## config.mk

```make
export PLATFORM = sky130hd
export DESIGN_NAME = xor_checksum
export DESIGN_NICKNAME = d
export VERILOG_FILES = /design/src/rtl/xor_checksum.sv
export SDC_FILE = /design/constraint.sdc
export NUM_CORES = 1
export LEC_CHECK = 0
export ABC_CLOCK_PERIOD_IN_PS = 1400
export BUFFER_PORTS_ARGS = -buffer_cell sky130_fd_sc_hd__buf_4
export CORE_MARGIN = 10
export CORE_UTILIZATION = 44
export CTS_BUF_LIST = sky130_fd_sc_hd__clkbuf_4 sky130_fd_sc_hd__clkbuf_8 sky130_fd_sc_hd__clkbuf_16
export CTS_CLUSTER_SIZE = 28
export DETAILED_ROUTE_END_ITERATION = 6
export GPL_TIMING_DRIVEN = 0
export PLACE_DENSITY = 0.84
export RECOVER_POWER = 50
export SLEW_MARGIN = 30
export SYNTH_ARGS = -nofsm -noshare
export SYNTH_HDL_FRONTEND = slang
export SYNTH_SLANG_ARGS = --single-unit
```

## constraint.sdc

```tcl
create_clock -name clk -period 1.4 [get_ports clk]
set_input_delay 0.21 -clock clk [delete_from_list [all_inputs] [get_ports clk]]
set_output_delay 0.21 -clock clk [all_outputs]
set_load 0.02 [all_outputs]
```

## src/rtl/xor_checksum.sv

```systemverilog
// xor_checksum: folds each frame of WIDTH-bit words into a running XOR and
// presents the checksum, beat count and truncation flag on a valid/ready port.
//
// Ports:
//   clk, rst_n            clock, asynchronous active-low reset
//   in_valid/in_ready     input word handshake
//   in_data, in_last      word to fold, final-beat marker
//   out_valid/out_ready   result handshake
//   out_sum               XOR of all accepted words of the frame
//   out_count             beats in the frame (1..MAX_LEN)
//   out_trunc             frame closed by the MAX_LEN limit rather than in_last
//   out_parity            reduction XOR of out_sum (only with XOR_CHECKSUM_PARITY_EN)
//
// Optional feature macro: XOR_CHECKSUM_PARITY_EN adds the out_parity output.
module xor_checksum #(
  parameter int unsigned WIDTH   = 4,
  parameter int unsigned MAX_LEN = 15,
  localparam int unsigned CW     = $clog2(MAX_LEN + 1)
) (
  input  logic             clk,
  input  logic             rst_n,
  input  logic             in_valid,
  output logic             in_ready,
  input  logic [WIDTH-1:0] in_data,
  input  logic             in_last,
  output logic             out_valid,
  input  logic             out_ready,
  output logic [WIDTH-1:0] out_sum,
  output logic [CW-1:0]    out_count,
`ifdef XOR_CHECKSUM_PARITY_EN
  output logic             out_parity,
`endif
  output logic             out_trunc
);

  typedef enum logic [1:0] {
    IDLE  = 2'd0,
    ACCUM = 2'd1,
    DONE  = 2'd2
  } state_t;

  state_t             state_q, state_d;
  logic [WIDTH-1:0]   sum_q, sum_d;
  logic [CW-1:0]      count_q, count_d;
  logic               trunc_q, trunc_d;
  logic               in_ready_q;
  logic               out_valid_q;
  logic               accept;

  // in_ready_q mirrors "state is not DONE", so it is a registered decode.
  assign accept = in_valid && in_ready_q;

  // Next-state and next-result computation.
  always_comb begin
    state_d = state_q;
    sum_d   = sum_q;
    count_d = count_q;
    trunc_d = trunc_q;
    unique case (state_q)
      IDLE, ACCUM: begin
        if (accept) begin
          // First beat of a frame seeds the registers instead of folding.
          sum_d   = (state_q == IDLE) ? in_data : (sum_q ^ in_data);
          count_d = (state_q == IDLE) ? CW'(1) : (count_q + CW'(1));
          if (in_last) begin
            state_d = DONE;
            trunc_d = 1'b0;
          end else if (count_d == CW'(MAX_LEN)) begin
            state_d = DONE;
            trunc_d = 1'b1;
          end else begin
            state_d = ACCUM;
          end
        end
      end
      DONE: begin
        if (out_ready) begin
          state_d = IDLE;
          sum_d   = '0;
          count_d = '0;
          trunc_d = 1'b0;
        end
      end
      default: begin
        state_d = IDLE;
      end
    endcase
  end

  // State and output registers; handshake flags are decoded from the next state.
  always_ff @(posedge clk or negedge rst_n) begin
    if (!rst_n) begin
      state_q     <= IDLE;
      sum_q       <= '0;
      count_q     <= '0;
      trunc_q     <= 1'b0;
      in_ready_q  <= 1'b1;
      out_valid_q <= 1'b0;
    end else begin
      state_q     <= state_d;
      sum_q       <= sum_d;
      count_q     <= count_d;
      trunc_q     <= trunc_d;
      in_ready_q  <= (state_d != DONE);
      out_valid_q <= (state_d == DONE);
    end
  end

`ifdef XOR_CHECKSUM_PARITY_EN
  logic parity_q;

  // Parity tracks the sum register, so it clears and holds with it.
  always_ff @(posedge clk or negedge rst_n) begin
    if (!rst_n) begin
      parity_q <= 1'b0;
    end else begin
      parity_q <= ^sum_d;
    end
  end

  assign out_parity = parity_q;
`endif

  assign in_ready  = in_ready_q;
  assign out_valid = out_valid_q;
  assign out_sum   = sum_q;
  assign out_count = count_q;
  assign out_trunc = trunc_q;

endmodule

```

==> impl_metrics.ini <==
[cts]
path_clk_slew_ns = 0.08
h-tree-depth = 1
cts_root_buf = clkbuf_4
cts_buffers = 3
clk_path_buf_depth = 2
clkLatencyLatePin_ns = 0.29
cts_tree = yes
clock_sinks = 13

[drt]
drc = 0
wire_per_inst_um = 16.2
wl_mm = 1.94
viasPerCell = 5.96
drt_iter0_drc = 3
num_vias = 715
drtPass1Iterations = 4
antenna_left = 0

[setup_path]
crit_start = out_count[1]
path_cells = ha_4, xor2_1, o2111ai_2, or3_1, o211ai_1
r2r_slack_ns = -0.04
crit_arrival_ns = 1.65
crit_family = flip-flops
worstPathRequired_ns = 1.61
r2r-end = out_trunc
startpoint_type = flip-flop
reg2regPathDepth = 5
critPathKind = reg -> reg
setup.worst_path.end_class = flip-flop
worstReg2RegStart = out_count[1]
critPathSlowestCell = dfrtp_2
critPathBufInv = 0
cp_num_cells = 5
critPathMaxFanout = 3
critPathMaxStageDelay_ns = 0.44

[global_route]
grt_remaining_overflow = 0
grt_pass1_wl_mm = 3.07
grt_antenna_before_repair = 0
grt_max_degree = 14
grt_pass1_vias = 711
grtUsageTotal = 0.112

[logic_synthesis]
netlist_area_um2 = 688
yosys-top-cells-count = dfrtp_1 (12), nand2_1 (11), o21ai_0 (7)
yosysUniqueCellTypes = 25
synth_edf_count = 0
synth_top_area_share = 0.436
synth_area_leaders = dfrtp_1 (44%), a221oi_1 (6.4%), nand2_1 (6.0%)
post-synth-top-count-cell = dfrtp_1
ys_seq_area_frac = 0.475
syn_inst = 75
ys_ff_latch = 13
avgSynthCellArea_um2 = 9.18
yosysWarnings = 0
syn_nets = 85
yosysTopAreaCell = dfrtp_1
async_reset_ff_frac = 1.00
synth_top_flop_cell = dfrtp_1

[timing]
final.period_utilization = 1.03
setup_tns_ns = -0.101
fin_worst_skew_ns = 0.00226
fin_ws_ns = -0.0407
fmax_mhz = 694
hold_viol = 0
setup-violations-final = 4
rsz0062_at_grt = yes
finalMaxSlewViolations = 0
min_period_ns = 1.44
whs_ns = 0.221
relSlewSlack = 0.523
worstMarginPinSlew_ns = 0.715

[die]
die_y_um = 59.5
die-area_mm2 = 0.00355
pin_count = 20
initial_utilization = 0.462
core_area_mm2 = 0.00149
die_x_um = 59.5
rows = 14

[flow_run]
maxCapViolations = 0

[power]
power_density_mw_per_mm2 = 1630
p_leak_nw = 0.441
total_power_mw = 1.60
peakVddDrop_v = 0.000866

[layout]
nets = 115
area_delta_synth_final_pct = 42.4
final_cells = 120
drive_gt1_frac = 0.365
final_util = 0.658
num_antenna_cells = 0
final_cell_area_um2 = 980

[worst_hold_path]
whs_endpoint = out_trunc
holdPathStages = 4
holdCritPathClass = in -> reg
min_from = in_last

[placement]
dp_cells = 110
pre_cts_ws_ns = -0.0765
placed_cell_area_um2 = 867
port_buffers = 19
hpwl_mm = 1.30
gp_congestion = 0.829

[outcome]
violations = negative setup slack
status = complete, but fails checks
-- power by group --
group	total, mW	leakage (nW)	switching (mW)	internal, mW
logic	0.759	0.259	0.411	0.349
registers	0.574	0.163	0.0976	0.476
clock network	0.264	0.0184	0.134	0.130
total	1.60	0.441	0.642	0.955
-- final cells by class --
| class | instances | area (µm²) |
|---|---|---|
| fill | 118 | 509 |
| multi-input combinational | 56 | 383 |
| sequential | 13 | 329 |
| timing repair buffer | 25 | 175 |
| buffer | 4 | 35.0 |
| clock buffer | 4 | 30.0 |
| tap | 16 | 20.0 |
| inverter | 2 | 7.51 |
-- cells by family (layout without fill, tap and decap cells) --
kind of cell / count (synthesis) / in the layout / share of synthesized area
and+or+nand+nor: 27 / 27 / 0.178
AOI/OAI and AO/OA: 26 / 26 / 0.267
DFF: 13 / 13 / 0.475
buffers and inverters: 6 / 35 / 0.0364
xor gates and xnor gates: 2 / 2 / 0.0255
adders and majority gates: 1 / 1 / 0.0182
-- worst max path at each step --
stage	endpoint
after floorplan	out_trunc
after global placement	out_valid
after detailed placement	out_trunc
after CTS	out_trunc
after global routing	out_trunc
final	out_trunc
-- cells in the final DEF, fill, tap and decap left out, types with 2 or more instances in the layout --
master and n:
inv_1 2, xor2_1 2, nand3_1 5, clkbuf_4 4, dfrtp_2 2, clkbuf_1 4
a221oi_2 2, nand2_1 11, and2_1 2, o21ai_0 6, dfrtp_1 10, buf_4 20
a221oi_1 3, a21oi_1 4, nor2_1 5, a22o_1 3
-- tightest hold or removal path: stages --
cell,delay [ns]
buf_4,0.09
nor2_2,0.04
nand2_1,0.05
o211ai_1,0.07
-- sequential cells by signal, indices dropped and copies added (netlist names) --
| register | count |
|---|---|
| out_trunc | 1 |
| in_ready | 1 |
| out_count | 4 |
| out_sum | 4 |
| state_q | 2 |
| out_valid | 1 |
-- metal layers --
| metal | vias to the layer above | GRT usage | share of wire |
|---|---|---|---|
| met2 | 21 | 0.181 | 0.50 |
| li1 | 336 | - | - |
| met5 | - | 0 | 0 |
| met4 | 0 | 0.0769 | 0.036 |
| met3 | 9 | 0.0408 | 0.070 |
| met1 | 349 | 0.118 | 0.40 |
-- timing repair --
action                                  4_1_cts  5_1_grt
gates resized for setup                       3       11
hold buffers                                  1        0
pin swaps                                     1        0
setup buffers                                 4        1
endpoints found under the hold margin        13        0
endpoints found under the setup margin        4        9
No activity file was read; power rests on OpenSTA's default activity.
